--- src/rtl/mult_hilo_sequencer.sv ---
// HI/LO register owner for the multi-cycle MIPS core: MT/MF accesses plus a
// 32-iteration radix-2 shift-add multiplier with sign correction and atomic commit.
module mult_hilo_sequencer #(
  parameter int XLEN = 32
) (
  input  logic            clk_i,
  input  logic            reset_i,
  input  logic            cmd_valid_i,
  output logic            cmd_ready_o,
  input  logic [2:0]      cmd_op_i,
  input  logic [XLEN-1:0] cmd_a_i,
  input  logic [XLEN-1:0] cmd_b_i,
  input  logic            cancel_i,
  output logic            busy_o,
  output logic            done_o,
  output logic            rd_valid_o,
  output logic [XLEN-1:0] rd_data_o,
  output logic [XLEN-1:0] hi_o,
  output logic [XLEN-1:0] lo_o
);

  localparam int PW = 2 * XLEN;
  localparam int CW = $clog2(XLEN);
  localparam logic [CW-1:0] CNT_ONE  = CW'(1);
  localparam logic [CW-1:0] CNT_LAST = CW'(XLEN - 1);

  localparam logic [2:0] OP_MULTU = 3'd0;
  localparam logic [2:0] OP_MULT  = 3'd1;
  localparam logic [2:0] OP_MTHI  = 3'd2;
  localparam logic [2:0] OP_MTLO  = 3'd3;
  localparam logic [2:0] OP_MFHI  = 3'd4;
  localparam logic [2:0] OP_MFLO  = 3'd5;

  typedef enum logic [1:0] {
    ST_IDLE = 2'd0,
    ST_RUN  = 2'd1,
    ST_NEG  = 2'd2,
    ST_WB   = 2'd3
  } state_e;

  state_e          state_q,   state_d;
  logic [PW-1:0]   mcand_q,   mcand_d;
  logic [PW-1:0]   prod_q,    prod_d;
  logic [XLEN-1:0] mplier_q,  mplier_d;
  logic [CW-1:0]   cnt_q,     cnt_d;
  logic            neg_q,     neg_d;
  logic            is_mult_q, is_mult_d;
  logic [XLEN-1:0] hi_q,      hi_d;
  logic [XLEN-1:0] lo_q,      lo_d;
  logic [XLEN-1:0] rd_data_q, rd_data_d;
  logic            rd_valid_q, rd_valid_d;
  logic            done_q,    done_d;

  // Two's-complement magnitude; the most negative value maps onto itself,
  // which is still correct when read as an unsigned XLEN-bit number.
  function automatic logic [XLEN-1:0] magnitude(input logic [XLEN-1:0] v);
    if (v[XLEN-1]) begin
      magnitude = (~v) + {{(XLEN-1){1'b0}}, 1'b1};
    end else begin
      magnitude = v;
    end
  endfunction

  // Next-state and datapath update
  always_comb begin
    state_d    = state_q;
    mcand_d    = mcand_q;
    prod_d     = prod_q;
    mplier_d   = mplier_q;
    cnt_d      = cnt_q;
    neg_d      = neg_q;
    is_mult_d  = is_mult_q;
    hi_d       = hi_q;
    lo_d       = lo_q;
    rd_data_d  = rd_data_q;
    rd_valid_d = 1'b0;
    done_d     = 1'b0;

    case (state_q)
      ST_IDLE: begin
        if (cmd_valid_i) begin
          case (cmd_op_i)
            OP_MULTU, OP_MULT: begin
              if (cmd_op_i == OP_MULT) begin
                mcand_d  = {{XLEN{1'b0}}, magnitude(cmd_a_i)};
                mplier_d = magnitude(cmd_b_i);
                neg_d    = cmd_a_i[XLEN-1] ^ cmd_b_i[XLEN-1];
              end else begin
                mcand_d  = {{XLEN{1'b0}}, cmd_a_i};
                mplier_d = cmd_b_i;
                neg_d    = 1'b0;
              end
              is_mult_d = (cmd_op_i == OP_MULT);
              prod_d    = '0;
              cnt_d     = '0;
              state_d   = ST_RUN;
            end
            OP_MTHI: hi_d = cmd_a_i;
            OP_MTLO: lo_d = cmd_a_i;
            OP_MFHI: begin
              rd_data_d  = hi_q;
              rd_valid_d = 1'b1;
            end
            OP_MFLO: begin
              rd_data_d  = lo_q;
              rd_valid_d = 1'b1;
            end
            default: state_d = ST_IDLE;
          endcase
        end else begin
          state_d = ST_IDLE;
        end
      end
      ST_RUN: begin
        if (cancel_i) begin
          state_d = ST_IDLE;
        end else begin
          if (mplier_q[0]) begin
            prod_d = prod_q + mcand_q;
          end else begin
            prod_d = prod_q;
          end
          mcand_d  = mcand_q << 1;
          mplier_d = mplier_q >> 1;
          cnt_d    = cnt_q + CNT_ONE;
          if (cnt_q == CNT_LAST) begin
            state_d = is_mult_q ? ST_NEG : ST_WB;
          end else begin
            state_d = ST_RUN;
          end
        end
      end
      ST_NEG: begin
        if (cancel_i) begin
          state_d = ST_IDLE;
        end else begin
          if (neg_q) begin
            prod_d = (~prod_q) + {{(PW-1){1'b0}}, 1'b1};
          end else begin
            prod_d = prod_q;
          end
          state_d = ST_WB;
        end
      end
      ST_WB: begin
        // A cancel arriving with the commit edge must still suppress the write.
        if (cancel_i) begin
          state_d = ST_IDLE;
        end else begin
          hi_d    = prod_q[PW-1:XLEN];
          lo_d    = prod_q[XLEN-1:0];
          done_d  = 1'b1;
          state_d = ST_IDLE;
        end
      end
      default: state_d = ST_IDLE;
    endcase
  end

  // State and output registers with synchronous active-low reset
  always_ff @(posedge clk_i) begin
    if (!reset_i) begin
      state_q    <= ST_IDLE;
      mcand_q    <= '0;
      prod_q     <= '0;
      mplier_q   <= '0;
      cnt_q      <= '0;
      neg_q      <= 1'b0;
      is_mult_q  <= 1'b0;
      hi_q       <= '0;
      lo_q       <= '0;
      rd_data_q  <= '0;
      rd_valid_q <= 1'b0;
      done_q     <= 1'b0;
    end else begin
      state_q    <= state_d;
      mcand_q    <= mcand_d;
      prod_q     <= prod_d;
      mplier_q   <= mplier_d;
      cnt_q      <= cnt_d;
      neg_q      <= neg_d;
      is_mult_q  <= is_mult_d;
      hi_q       <= hi_d;
      lo_q       <= lo_d;
      rd_data_q  <= rd_data_d;
      rd_valid_q <= rd_valid_d;
      done_q     <= done_d;
    end
  end

  assign busy_o      = (state_q != ST_IDLE);
  assign cmd_ready_o = (state_q == ST_IDLE);
  assign done_o      = done_q;
  assign rd_valid_o  = rd_valid_q;
  assign rd_data_o   = rd_data_q;
  assign hi_o        = hi_q;
  assign lo_o        = lo_q;

endmodule

--- config.mk ---
export PLATFORM = sky130hd
export DESIGN_NAME = mult_hilo_sequencer
export DESIGN_NICKNAME = d
export VERILOG_FILES = /design/src/rtl/mult_hilo_sequencer.sv
export SDC_FILE = /design/constraint.sdc
export NUM_CORES = 1
export LEC_CHECK = 0
export ABC_AREA = 1
export CAP_MARGIN = 25
export CELL_PAD_IN_SITES_DETAIL_PLACEMENT = 1
export CELL_PAD_IN_SITES_GLOBAL_PLACEMENT = 2
export CORE_AREA = 2 2 336 205
export DETAILED_ROUTE_END_ITERATION = 12
export DIE_AREA = 0 0 338 207
export PLACE_DENSITY = 0.88
export SETUP_SLACK_MARGIN = 0.15
export SLEW_MARGIN = 20
export SYNTH_ARGS = -nofsm -noshare
export SYNTH_HDL_FRONTEND = slang
export SYNTH_SLANG_ARGS = --single-unit
--- constraint.sdc ---
create_clock -name clk_i -period 3 [get_ports clk_i]
set_input_delay 0.3 -clock clk_i [delete_from_list [all_inputs] [get_ports clk_i]]
set_output_delay 0.3 -clock clk_i [all_outputs]
set_load 0.1 [all_outputs]
== Word level (Yosys, flattened, before mapping) ==
Index checks and enable logic that the tools add are counted.
Cells by class
  $add $sub $neg: 5
  equality and inequality tests: 19
  muxes and demuxes: 42
  bitwise logic cells: 4
  reduce and logical (&&, ||, !) cells: 18
Operators with widths (count)
  $mux W64: 9
  $mux W32: 13
  $pmux W32 S2: 4
  $pmux W64 S3: 1
  $pmux W64 S2: 1
  $add A32 B1 Y32 const B: 2
  $add A64 B1 Y64 const B: 1
  $add A64 B64 Y64: 1
  $not A32 Y32: 2
  $not A64 Y64: 1
  $mux W5: 3
  $ne A2 B2 Y1 const B: 6
  $reduce_and A4 Y1: 3
  $pmux W5 S2: 1
  $reduce_and A3 Y1: 3
  $mux W2: 4
  $pmux W2 S4: 1
  $reduce_bool A2 Y1: 4
  $reduce_and A7 Y1: 1
  $eq A3 B2 Y1 const B: 2
  $eq A3 B3 Y1 const B: 2
  $ne A2 B1 Y1 const B: 3
  $add A5 B1 Y5 const B: 1
  $eq A5 B5 Y1 const B: 1
  other kinds (13): 18
Storage, ports and cells
  flip-flop bits (word level): 267
  input port bits: 71
  word-level logic and storage cells: 100

== Depth between registers and ports, before layout ==
  word-level depth: 7
  depth in mapped cells: 18
  mapped depth without buffers: 18

== Least setup slack after synthesis ==
No wires, ideal clock.
  kind: register to register
  start: register state_q[0]
  end: register hi_q[23], in the netlist hi_o[23]
  arrival time: 2.985 ns
  required time: 2.863 ns
  setup slack: -0.121 ns
  stages on the path, launching flop included: 11
  path buffers: 1
  clock period less this slack: 3.121 ns
  cells stage by stage: dfxtp_1 > inv_1 > ha_1 > inv_1 > a21oi_1 > a21oi_1 > nand2_1 > clkinv_1 > clkbuf_1 > o21ai_0 > a31oi_1
Between the ends
  longest elaborated chain between the ends: 3
  elaborated cells between the ends (all ways): 8
  those cells by class: eq/ne: 4; mux: 1; reduce/logical: 3
Ends and longest elaborated chain
  start: declaration: line 41  | state_e state_q, state_d;
  start signal: assignment: line 176  | state_q <= state_d;
  $logic_not A2 Y1 (*)
  net cmd_ready_o: line 9  | output logic cmd_ready_o,
  $ne A2 B1 Y1 (no line), or another cell as far along
  $reduce_and A4 Y1 (no line)
  end signal: assignment: line 183  | hi_q <= hi_d;
  end: declaration: line 48  | logic [XLEN-1:0] hi_q, hi_d;
Mark *: on every way through the listed nets, which the timed path passes. The rest lies on a longest branch.
A chain may end at the register's enable or synchronous reset.

== Final worst setup path ==
  start: register mcand_q[1]
  end: register prod_q[15]
Between the ends
  longest elaborated chain between the ends: 4
Ends and longest elaborated chain
  start: declaration: line 42  | logic [PW-1:0] mcand_q, mcand_d;
  start signal: assignment: line 177  | mcand_q <= mcand_d;
  $add A64 B64 Y64: line 119  | prod_d = prod_q + mcand_q;
  $mux W64: line 118  | if (mplier_q[0]) begin
  $mux W64: line 115  | if (cancel_i) begin
  $pmux W64 S3: line 79  | case (state_q)
  end signal: assignment: line 178  | prod_q <= prod_d;
  end: declaration: line 43  | logic [PW-1:0] prod_q, prod_d;
No other way between the ends. The select of a mux whose other input is x is not followed.

==> out/metrics.cfg <==
[cells_and_area]
instances_no_fill = 4694
fill_cells = 8993
antennaDiodeCount = 0
fin_util_pct = 37.2
drive_gt1_share_pct = 10.3
area_delta_synth_final_pct = 21.3
fin_nets = 3907

[timing]
fmax_ghz = 0.363
tightest_slew_ns = 1.03
rsz0062_at_grt = yes
setup_viol = 0
maxSlewViolCount = 0
period_needed_ns = 2.75
finClkSkew_ns = 0.0183
hold_violations = 0
slew_headroom_pct = 30.9
period_share_pct = 91.8
hold_ws_ns = 0.0438

[global_routing]
grt_max_degree = 122
grt_pass1_wl_um = 156000
first_global_vias = 23300
gr-total-overflow = 0
antenna_found_initial = 5
grtUsageTotal_pct = 29.7

[route]
via_per_inst = 5.27
wl_um = 107000
ant_nets = 0
vias = 24700
drt_iter0_markers = 2666
dr.pass1.iters = 6
wire_per_inst_um = 22.7
drcViolationCount = 0

[critical_path]
path_common_cell = nand2_1
worstPathMaxFanout = 4
slowest_delay_ns = 0.44
startpoint_type = flop
endpoint_kind = flop
crit_slowest_cell = dfxtp_1
cp.required_ns = 3.51
crit_type = flop to flop
arrival_ns = 3.27
crit_chain = ha_1 -> nand3_1 -> nand3_1 -> nand2_1 -> nand2_1 -> nand2_1 -> nand2_1 -> a21oi_1 -> o21ai_1 -> buf_4 -> o21ai_0 -> nand2_1 -> a21oi_2

[logic_synthesis]
yosysWarnings = 0
synth.area.top_cells = dfxtp_1, nand2_1, inv_1, nand3_1, a21oi_1
syn_area_mm2 = 0.0206
synth.distinct_cells = 55
synth_mux_area_share_pct = 0
synth_simple_gate_area_share_pct = 39.8
synth_fp_nets = 3699
syn_avg_cell_area_um2 = 5.79
netlist_instances = 3553
synth.top_cells.by_count = nand2_1, inv_1, nor2_1
synth_flop_cell = dfxtp_1
synth_top_family_by_area = simple AND/OR/NAND/NOR gates
synth_edf_count = 0
ys_seq_area_share_pct = 26.0
async_flop_share_pct = 0
synth_top_area_cell = dfxtp_1
synth_top_area_share_pct = 26.0
synth-xor-area-share_pct = 1.92
synthAdderAreaFrac_pct = 4.60
ys_seq_elements = 267
synth_compound_area_share_pct = 16.0
yosysMostFrequentCell = nand2_1

[clock_network]
cts_tree = yes
cts_hold_buffers = 0
clock_latency_ns = 0.64
clockBufferDepth = 3
clkSinkCount = 267
cts_buffers = 30
clkSlewWorstSetupHoldPaths_ns = 0.07
cts_max_level = 1
cts-root-buf = clkbuf_16

[placed_design]
gp_congestion = 1.01
place_inst = 4640
dp_hpwl_um = 87100
port_buffers = 170

[pwr]
p_leak_nw = 12.4
vdd_drop_max_mv = 0.413
power_density_mw_per_mm2 = 421

[die]
die-area_mm2 = 0.0700
io_pins = 171
core.rowCount = 74
initial_core_util_pct = 30.7
core_mm2 = 0.0671
die_w_um = 338
die_h_um = 207

[hold_path]
hold_class = input pin to flop

[status]
status = completed

[flow_run]
maxCapViolCount = 0

## routing by layer
layer / vias to the layer above / share of wire (%) / wire, um / global-route usage (%)
li1: 11800 / - / - / -
met5: - / 0.038 / 41 / 0
met2: 1057 / 34 / 36400 / 36.0
met3: 80 / 13 / 14400 / 12.6
met1: 11700 / 51 / 54500 / 47.4
met4: 6 / 1.4 / 1490 / 3.83
## layout make-up
class / count / area [um2] / share of cell area (%)
tap: 912 / 1140 / 4.57
timing repair buffer: 311 / 2710 / 10.8
multi-input combinational: 2675 / 12900 / 51.8
inverter: 476 / 1790 / 7.19
clock inverter: 14 / 226 / 0.907
clock buffer: 39 / 825 / 3.30
sequential: 267 / 5350 / 21.4
## registers in the layout, indices dropped and copies added (netlist names), 2 cells and up
name       cells
lo_o          32
rd_data_o     32
state_q        2
hi_o          32
mcand_q       64
prod_q        64
cnt_q          5
mplier_q      32
## timing repair
item / 4_1_cts / 5_1_grt
buffers inserted: 0 / 0
endpoints found under the setup margin: 0 / 23
gates resized for setup: 0 / 20
## final timing paths
kind / slack, ns / cells after the start / from / end
worst max-delay path: 0.25 / 13 / mcand_q[1]$_SDFFE_PN0P_ / prod_q[15]$_SDFFE_PN0P_
worst min-delay path: 0.04 / 3 / reset_i / hi_o[3]$_SDFFE_PN0P_
worst max register to register: 0.25 / 13 / mcand_q[1]$_SDFFE_PN0P_ / prod_q[15]$_SDFFE_PN0P_
worst min register to register: 0.47 / 2 / mplier_q[16]$_SDFFE_PN0P_ / mplier_q[16]$_SDFFE_PN0P_
## metrics by stage
stage               setup WS, ns  power [mW]  instance area [um2]  TNS [ns]
floorplan                  0.384        5.55                20600         0
CTS                        0.181        10.5                24900         0
global placement         -0.0162        6.38                23800   -0.0162
finish                     0.245        10.5                25000         0
detailed placement       0.00581        6.41                23800         0
global route               0.138        10.9                25000         0
## layout by cell type (no fill, tap or decap), drive strengths merged, types with 8 or more instances in the layout
cell,count
dfxtp,267
nor3,43
nand4,35
o221ai,12
a31oi,68
clkinv,11
clkbuf,39
o31ai,8
clkdlybuf4s50,75
a21oi,254
nand3b,11
or2,20
nor4,12
nand3,267
o21ai,183
nand2,1241
buf,236
ha,74
inv,473
xnor2,22
xor2,23
o211ai,52
nor2,330
## cell families (layout without fill, tap and decap cells)
| logic type | after synthesis | in the layout |
|---|---|---|
| adders and majority gates | 75 | 75 |
| DFF | 267 | 267 |
| AOI/OAI and AO/OA | 590 | 590 |
| buffers and inverters | 611 | 840 |
| xor gates and xnor gates | 45 | 45 |
| and+or+nand+nor | 1965 | 1965 |
## worst max-delay path, delay by kind of cell, from the launching register on
family	cells	cell delay [ns]
adders and majority gates	1	0.27
buffers and inverters	1	0.25
AOI/OAI and AO/OA	4	0.82
and+or+nand+nor	7	0.85
DFF	1	0.44
## power by group
part	total, mW	switching (mW)	internal [mW]
Combinational	2.49	1.85	0.640
Clock	4.13	1.77	2.37
Sequential	3.90	0.165	3.73
Note: power is estimated with default switching activity, not from simulation.
